--- src/rtl/io_bus_arbiter.sv ---
// Round-robin arbiter that funnels per-core non-cached I/O requests onto one
// shared I/O bus, one outstanding transaction at a time.
`ifndef NUM_CORES
`define NUM_CORES 4
`endif

module io_bus_arbiter #(
  parameter int NUM_REQUESTERS   = `NUM_CORES,
  parameter int THREAD_IDX_WIDTH = 2,
  parameter int CORE_ID_WIDTH    = 4,
  localparam int REQ_W = 1 + THREAD_IDX_WIDTH + 64,
  localparam int RSP_W = CORE_ID_WIDTH + THREAD_IDX_WIDTH + 32
) (
  input  logic                                     clk,
  input  logic                                     reset,
  input  logic [NUM_REQUESTERS-1:0]                req_valid,
  input  logic [NUM_REQUESTERS-1:0][REQ_W-1:0]     req_packet,
  output logic [NUM_REQUESTERS-1:0]                req_ready,
  output logic                                     io_bus_write_en,
  output logic                                     io_bus_read_en,
  output logic [31:0]                              io_bus_address,
  output logic [31:0]                              io_bus_write_data,
  input  logic [31:0]                              io_bus_read_data,
  output logic                                     rsp_valid,
  output logic [RSP_W-1:0]                         rsp_packet
);

  localparam int IDX_W = (NUM_REQUESTERS > 1) ? $clog2(NUM_REQUESTERS) : 1;

  typedef struct packed {
    logic                        store;
    logic [THREAD_IDX_WIDTH-1:0] thread_idx;
    logic [31:0]                 address;
    logic [31:0]                 value;
  } ioreq_t;

  typedef struct packed {
    logic [CORE_ID_WIDTH-1:0]    core;
    logic [THREAD_IDX_WIDTH-1:0] thread_idx;
    logic [31:0]                 read_value;
  } iorsp_t;

  typedef enum logic [1:0] {IDLE, ISSUE, WAIT, RESPOND} state_t;

  state_t                      state;
  logic [IDX_W-1:0]            rr_ptr;
  logic [IDX_W-1:0]            grant_idx;
  logic                        grant_any;
  int unsigned                 scan_idx;
  ioreq_t                      grant_req;
  logic [IDX_W-1:0]            cur_port;
  logic                        cur_store;
  logic [THREAD_IDX_WIDTH-1:0] cur_thread;
  iorsp_t                      rsp_q;

  assign rsp_packet = rsp_q;
  assign grant_req  = ioreq_t'(req_packet[grant_idx]);

  // Scan ports starting at rr_ptr, wrapping at NUM_REQUESTERS-1.
  always_comb begin
    grant_any = 1'b0;
    grant_idx = '0;
    scan_idx  = 0;
    for (int unsigned i = 0; i < NUM_REQUESTERS; i++) begin
      scan_idx = 32'(rr_ptr) + i;
      if (scan_idx >= NUM_REQUESTERS)
        scan_idx = scan_idx - NUM_REQUESTERS;
      if (!grant_any && req_valid[IDX_W'(scan_idx)]) begin
        grant_any = 1'b1;
        grant_idx = IDX_W'(scan_idx);
      end
    end
  end

  always_comb begin
    req_ready = '0;
    if (!reset && state == IDLE && grant_any)
      req_ready[grant_idx] = 1'b1;
  end

  always_ff @(posedge clk or posedge reset) begin
    if (reset) begin
      state             <= IDLE;
      rr_ptr            <= '0;
      cur_port          <= '0;
      cur_store         <= 1'b0;
      cur_thread        <= '0;
      io_bus_write_en   <= 1'b0;
      io_bus_read_en    <= 1'b0;
      io_bus_address    <= '0;
      io_bus_write_data <= '0;
      rsp_valid         <= 1'b0;
      rsp_q             <= '0;
    end else begin
      case (state)
        IDLE: begin
          if (grant_any) begin
            cur_port          <= grant_idx;
            cur_store         <= grant_req.store;
            cur_thread        <= grant_req.thread_idx;
            rr_ptr            <= (32'(grant_idx) == NUM_REQUESTERS - 1) ? '0 : grant_idx + 1'b1;
            // Strobes are launched from the accept edge so they appear in ISSUE.
            io_bus_write_en   <= grant_req.store;
            io_bus_read_en    <= !grant_req.store;
            io_bus_address    <= grant_req.address;
            io_bus_write_data <= grant_req.value;
            state             <= ISSUE;
          end
        end
        ISSUE: begin
          io_bus_write_en <= 1'b0;
          io_bus_read_en  <= 1'b0;
          state           <= WAIT;
        end
        WAIT: begin
          rsp_q.core       <= CORE_ID_WIDTH'(cur_port);
          rsp_q.thread_idx <= cur_thread;
          rsp_q.read_value <= cur_store ? '0 : io_bus_read_data;
          rsp_valid        <= 1'b1;
          state            <= RESPOND;
        end
        RESPOND: begin
          rsp_valid <= 1'b0;
          state     <= IDLE;
        end
        default: state <= IDLE;
      endcase
    end
  end

endmodule

--- config.mk ---
export PLATFORM = sky130hd
export DESIGN_NAME = io_bus_arbiter
export DESIGN_NICKNAME = d
export VERILOG_FILES = /design/src/rtl/io_bus_arbiter.sv
export SDC_FILE = /design/constraint.sdc
export NUM_CORES = 1
export LEC_CHECK = 0
export CORE_AREA = 2 2 160 162
export DETAILED_ROUTE_END_ITERATION = 8
export DIE_AREA = 0 0 162 164
export PLACE_DENSITY = 0.63
export SKIP_CTS_REPAIR_TIMING = 1
export SLEW_MARGIN = 20
export SYNTH_ARGS = -nofsm -noshare
export SYNTH_HDL_FRONTEND = slang
export SYNTH_SLANG_ARGS = --single-unit
--- constraint.sdc ---
create_clock -name clk -period 12.7 [get_ports clk]
set_input_delay 2.54 -clock clk [delete_from_list [all_inputs] [get_ports clk]]
set_output_delay 2.54 -clock clk [all_outputs]
set_load 0.01 [all_outputs]
======== Word-level counts from Yosys, hierarchy flattened ========
Index checks and enable logic that the tools add are counted.
word-level totals
  bits in registers ....................... 112
  input port bits ......................... 306
  output and inout bits ................... 109
  word-level logic and storage cells ...... 86
operators by class
  add/subtract/negate cells ............... 8
  magnitude comparators ................... 10
  equality and inequality tests ........... 5
  multiplexer cells ....................... 34
  reduce and logical (&&, ||, !) cells .... 16
operators with widths
  operator                                                               number
  67-bit binary-select mux with 2-bit select                             1
  67-bit two-way mux                                                     1
  32-bit two-way mux                                                     1
  2-bit two-way mux                                                      10
  2-bit by 3-bit < comparator with 1-bit output, second input constant   5
  1-bit two-way mux                                                      11
  3-bit >= comparator, second input constant                             3
  1-bit binary-select mux with 2-bit select                              4
  2-bit case mux with 4 select lines                                     1
  2-bit by 1-bit subtractor with 2-bit output, second input constant     4
  2-bit by 2-bit adder with 3-bit output, second input constant          2
  2-bit equality test, second input constant                             3
  1-bit logical AND                                                      6
  1-bit case mux with 2 select lines                                     3
  1-bit zero test                                                        5
  4-bit two-way mux                                                      1
  2-bit AND reduction                                                    2
  2-bit nonzero test                                                     2
  2-bit by 1-bit adder with 3-bit output, second input constant          1
  2-bit by 3-bit >= comparator with 1-bit output, second input constant  1
  2-bit by 1-bit adder with 2-bit output, second input constant          1
  1-bit demux with 2-bit select                                          1
  2-bit by 1-bit equality test with 1-bit output, second input constant  1
  2-bit by 1-bit >= comparator with 1-bit output, second input constant  1
  2 further kinds                                                        2

======== Logic depth before layout (Yosys ltp) ========
  depth in word-level cells ............... 19
  mapped depth ............................ 9
  depth with buffers taken out ............ 6

======== Worst setup path before layout ========
OpenSTA, ideal clock, no wires.
  kind .................................... in2out
  start point ............................. input reset
  end point ............................... output req_ready[0]
  arrival time ............................ 5385 ps
  data required time ...................... 10160 ps
  setup slack ............................. 4775 ps
  cell stages on the path ................. 2
  path buffers ............................ 0
  cells stage by stage .................... inv_1 and3_1
on the way
  longest elaborated chain between the ends .. 4
ends and longest elaborated chain
  what                            RTL line  RTL
  from (decl)                     15        input logic reset,
  1-bit zero test (no line)       n/a
  1-bit logical AND (2 in a row)  77        if (!reset && state == IDLE && grant_any)
  4-bit two-way mux               77
  to (decl)                       18        output logic [NUM_REQUESTERS-1:0] req_ready,
Every way passes these cells.

======== Final worst setup path ========
  start point ............................. input req_valid[3]
  end point ............................... output req_ready[3]
on the way
  longest elaborated chain between the ends .. 17
  elaborated cells between the ends (all ways) .. 29
  those cells by class .................... order compare (2); mux (19); reduce/logical (8)
ends and longest elaborated chain
  what                                                                                                                                   RTL line  RTL
  from (decl)                                                                                                                            16        input logic [NUM_REQUESTERS-1:0] req_valid,
  1-bit binary-select mux with 2-bit select                                                                                              68        if (!grant_any && req_valid[IDX_W'(scan_idx)]) begin
  1-bit two-way mux (implied by the code)                                                                                                68
  1-bit two-way mux                                                                                                                      68
  1-bit zero test                                                                                                                        68
  1-bit logical AND                                                                                                                      68
  1-bit two-way mux                                                                                                                      68
  1-bit zero test                                                                                                                        68
  1-bit logical AND                                                                                                                      68
  1-bit two-way mux                                                                                                                      68
  1-bit zero test                                                                                                                        68
  1-bit logical AND                                                                                                                      68
  2-bit two-way mux                                                                                                                      68
  2-bit by 3-bit < comparator with 1-bit output (implied by the code) or 2-bit by 1-bit >= comparator with 1-bit output (tied branches)  78        req_ready[grant_idx] = 1'b1;
  1-bit logical AND (implied by the code)                                                                                                78
  1-bit two-way mux (implied by the code)                                                                                                78
  1-bit demux with 2-bit select                                                                                                          78
  4-bit two-way mux *                                                                                                                    77
Every way passes the cells marked *; elsewhere a longest branch is shown, timed or not. The select of a mux whose other input is x is not followed.

==> summary.txt <==
Status
  – Outcome: completed

GRT
  – Largest net degree at the start of global routing: 91
  – GR Util All Layers: 18.7%
  – Met1 Usage GRT: 21.9%
  – Antenna violations before repair: 2
  – M3 GR Usage: 4.97%
  – Routing usage on met2: 33.1%
  – Remaining global-route overflow: 0
  – First-pass GRT wire length: 38,000 um
  – Vias in the first global route: 6,559
  – Global route hottest layer: met2

Floorplan
  – Ports: 415
  – Die area: 26,600 sq um
  – Row Count: 58
  – Die Ht: 164 um
  – Die X: 162 um
  – CORE AREA: 24,800 sq um
  – Initial Util: 24.1%

Clock tree
  – Worst skew pair latency: 0.35 ns
  – CTS Root Cell: clkbuf_16
  – Htree depth: 3
  – CTS Buffer Depth: 2
  – CTS clk-pin slew, worst paths: 0.08 ns
  – Clock sinks: 112
  – CTS buffer count: 9
  – CTS tree: built

Timing
  – Max-slew violations: 0
  – Tcrit/Tclk final: 62.7%
  – Final setup vio count: 0
  – Hold slack: 0.482 ns
  – Final Skew: 0.0117 ns
  – Final Critical Period: 7.96 ns
  – Setup TNS Final: 0 ns
  – RSZ-0062 raised after global routing: no
  – Max Clock Freq: 126 MHz
  – Least-Margin Pin Slew: 0.956 ns
  – Hold Vio Cnt, Final: 0
  – Rel. slew slack: 36.3%

Drt
  – Residual DRC count: 0
  – Vias per cell: 4.81
  – 1st-pass router iterations: 7
  – Antenna-violating nets left: 0
  – Via count: 6,381
  – Total length of routed wires: 25,600 um
  – Routed len/inst: 19.3 um
  – Initial DRC count: 429

Yosys
  – Combinational family with the most area after synthesis: compound AO/OA/AOI/OAI gates
  – Cell accounting for the most synthesized area: dfrtp_1
  – Yosys warning count: 0
  – Mux share of post-synthesis cell area: 13.9%
  – Yosys reg bits: 112
  – Syn Inst Count: 612
  – Synth Area in XOR/XNOR: 0%
  – Post-synthesis compound-gate area fraction: 22.7%
  – Simple-gate share of the synthesized area: 8.88%
  – Adder-cell share of the synthesized area: 1.05%
  – Syn avg cell area: 9.76 sq um
  – Top post-synthesis cells by area: dfrtp_1 47%, mux2_2 13%, a222oi_1 11%
  – Distinct cells, synth: 33
  – Top cell type's share of synthesized area: 46.9%
  – Register area share after synthesis: 46.9%
  – Synthesized cell area: 5980 sq um

Final layout
  – Area delta synth->final: 78.8%
  – Commonest non-fill, non-tap cell in the layout: clkdlybuf4s50_1
  – Highest-count cells in the layout ignoring fill and taps: 412 x clkdlybuf4s50_1, 112 x dfrtp_1, 74 x a21oi_1, 74 x nor2_1, 71 x mux2_2
  – Layout cells sized above 1: 10.6%
  – Total Nets Final: 1,299
  – Layout filler cell count: 2,409
  – Post-route insts no fill: 1,326

Worst setup path
  – Slowest CP cell: buf_4
  – Worst Path Max Fanout: 90
  – Critical Path End Type: output port
  – Critical Path AT: 5.42 ns
  – Startpoint Class: input port
  – WS Path Type: input port to output port
  – CP peak stage delay: 0.76 ns
  – Worst path cell trace: clkdlybuf4s50_1 -> nor4_1 -> nor2b_4 -> buf_4 -> and3_1 -> clkdlybuf4s50_1
  – Worst EP required: 10.16 ns
  – CP most frequent cell: clkdlybuf4s50_1

Placement
  – RD Place Congestion: 0.803
  – IO buf count: 412
  – Post-placement cell count: 1,306
  – Final HPWL DP: 19,200 um

Power
  – Pwr Density: 199 nW/um^2
  – LEAKAGE: 4.19 nW
  – Worst vdd ir: 0.0000779 V

Flow run
  – Maxcap violations: 0

Hold path
  – Tightest Hold Check Type: flop to flop
flip-flops by register name, indices dropped and copies added, names as in the netlist:
signal / count
cur_port: 2
io_bus_read_en: 1
rr_ptr: 2
rsp_packet: 36
cur_store: 1
cur_thread: 2
io_bus_write_data: 32
io_bus_address: 32
rsp_valid: 1
state: 2
io_bus_write_en: 1
metal layers:
layer / up-vias / part of all wire (%)
met5: - / 0
li1: 3014 / -
met1: 3023 / 40
met4: 0 / 1.8
met3: 24 / 8.4
met2: 320 / 49
cell usage after synthesis:
| master | count |
|---|---|
| dfrtp_1 | 112 |
| a21oi_1 | 74 |
| nor2_1 | 74 |
| mux2_2 | 71 |
| a222oi_1 | 66 |
| clkbuf_1 | 46 |
| o21ai_0 | 41 |
| nand2_1 | 39 |
| inv_1 | 38 |
| and3_1 | 5 |
| ha_1 | 5 |
| buf_2 | 4 |
| buf_4 | 4 |
| nand3_1 | 4 |
| mux2i_1 | 3 |
| nand2b_1 | 3 |
| nor2b_1 | 3 |
| a22o_1 | 2 |
| buf_6 | 2 |
| o21a_1 | 2 |
| o31ai_1 | 2 |
| a21bo_1 | 1 |
| buf_1 | 1 |
| conb_1 | 1 |
| nor2_4 | 1 |
| nor4_1 | 1 |
| o211a_1 | 1 |
| o211ai_1 | 1 |
| o21ai_1 | 1 |
| o221a_2 | 1 |
| o221ai_1 | 1 |
| o22ai_1 | 1 |
| o31ai_2 | 1 |
path summary, 6_finish.rpt:
| path | start | to | slack (ns) | cells past startpoint |
|---|---|---|---|---|
| worst max register to register | rr_ptr[1]$_DFFE_PP0P_ | io_bus_write_data[26]$_DFFE_PP0P_ | 9.18 | 7 |
| worst max-delay path | req_valid[3] | req_ready[3] | 4.74 | 6 |
| worst min register to register | cur_port[1]$_DFFE_PP0P_ | cur_port[1]$_DFFE_PP0P_ | 0.48 | 2 |
| worst min-delay path | cur_port[1]$_DFFE_PP0P_ | cur_port[1]$_DFFE_PP0P_ | 0.48 | 2 |
| min in group asynchronous | reset | rsp_packet[7]$_DFFE_PP0P_ | 2.69 | 2 |
| max in group asynchronous | reset | io_bus_address[28]$_DFFE_PP0P_ | 8.78 | 3 |
critical path, delay by kind of cell:
kind / cells / cell delay, ns
and+or+nand+nor: 3 / 0.80
buffers and inverters: 3 / 2.03
report_power, final:
part | internal, mW | switching, mW
Combinational | 0.606 | 0.596
Sequential | 0.532 | 0.0988
Clock | 0.144 | 0.148
cells by family (layout without fill, tap and decap cells):
group / Yosys count / count (layout)
AO/OA/AOI/OAI: 195 / 195
AND/OR/NAND/NOR: 130 / 130
flip-flops: 112 / 112
buffers and inverters: 95 / 475
multiplexers: 74 / 74
adder cells (fa/ha/maj): 5 / 5
other: 1 / 5
metrics by stage:
stage	utilization [%]	area, sq um	setup WS [ns]	power (mW)
final	43.0	10700	4.74	2.12
after global routing	43.0	10700	4.53	2.29
after CTS	42.9	10700	4.13	2.15
after detailed placement	41.7	10400	4.13	1.84
after global placement	41.7	10400	4.21	1.83
after floorplan	-	5980	4.77	1.25
layout make-up:
| class | instances | area (sq um) | area share [%] |
|---|---|---|---|
| repair buffers | 421 | 4200 | 39.4 |
| well taps | 330 | 413 | 3.87 |
| multi-input cells | 406 | 2810 | 26.3 |
| clock buffers | 10 | 239 | 2.24 |
| clock inverters | 6 | 61.3 | 0.574 |
| flip-flops and latches | 112 | 2800 | 26.2 |
| inverters | 38 | 145 | 1.36 |
| diodes | 3 | 7.51 | 0.0703 |
Note: power is estimated with default switching activity, not from simulation.
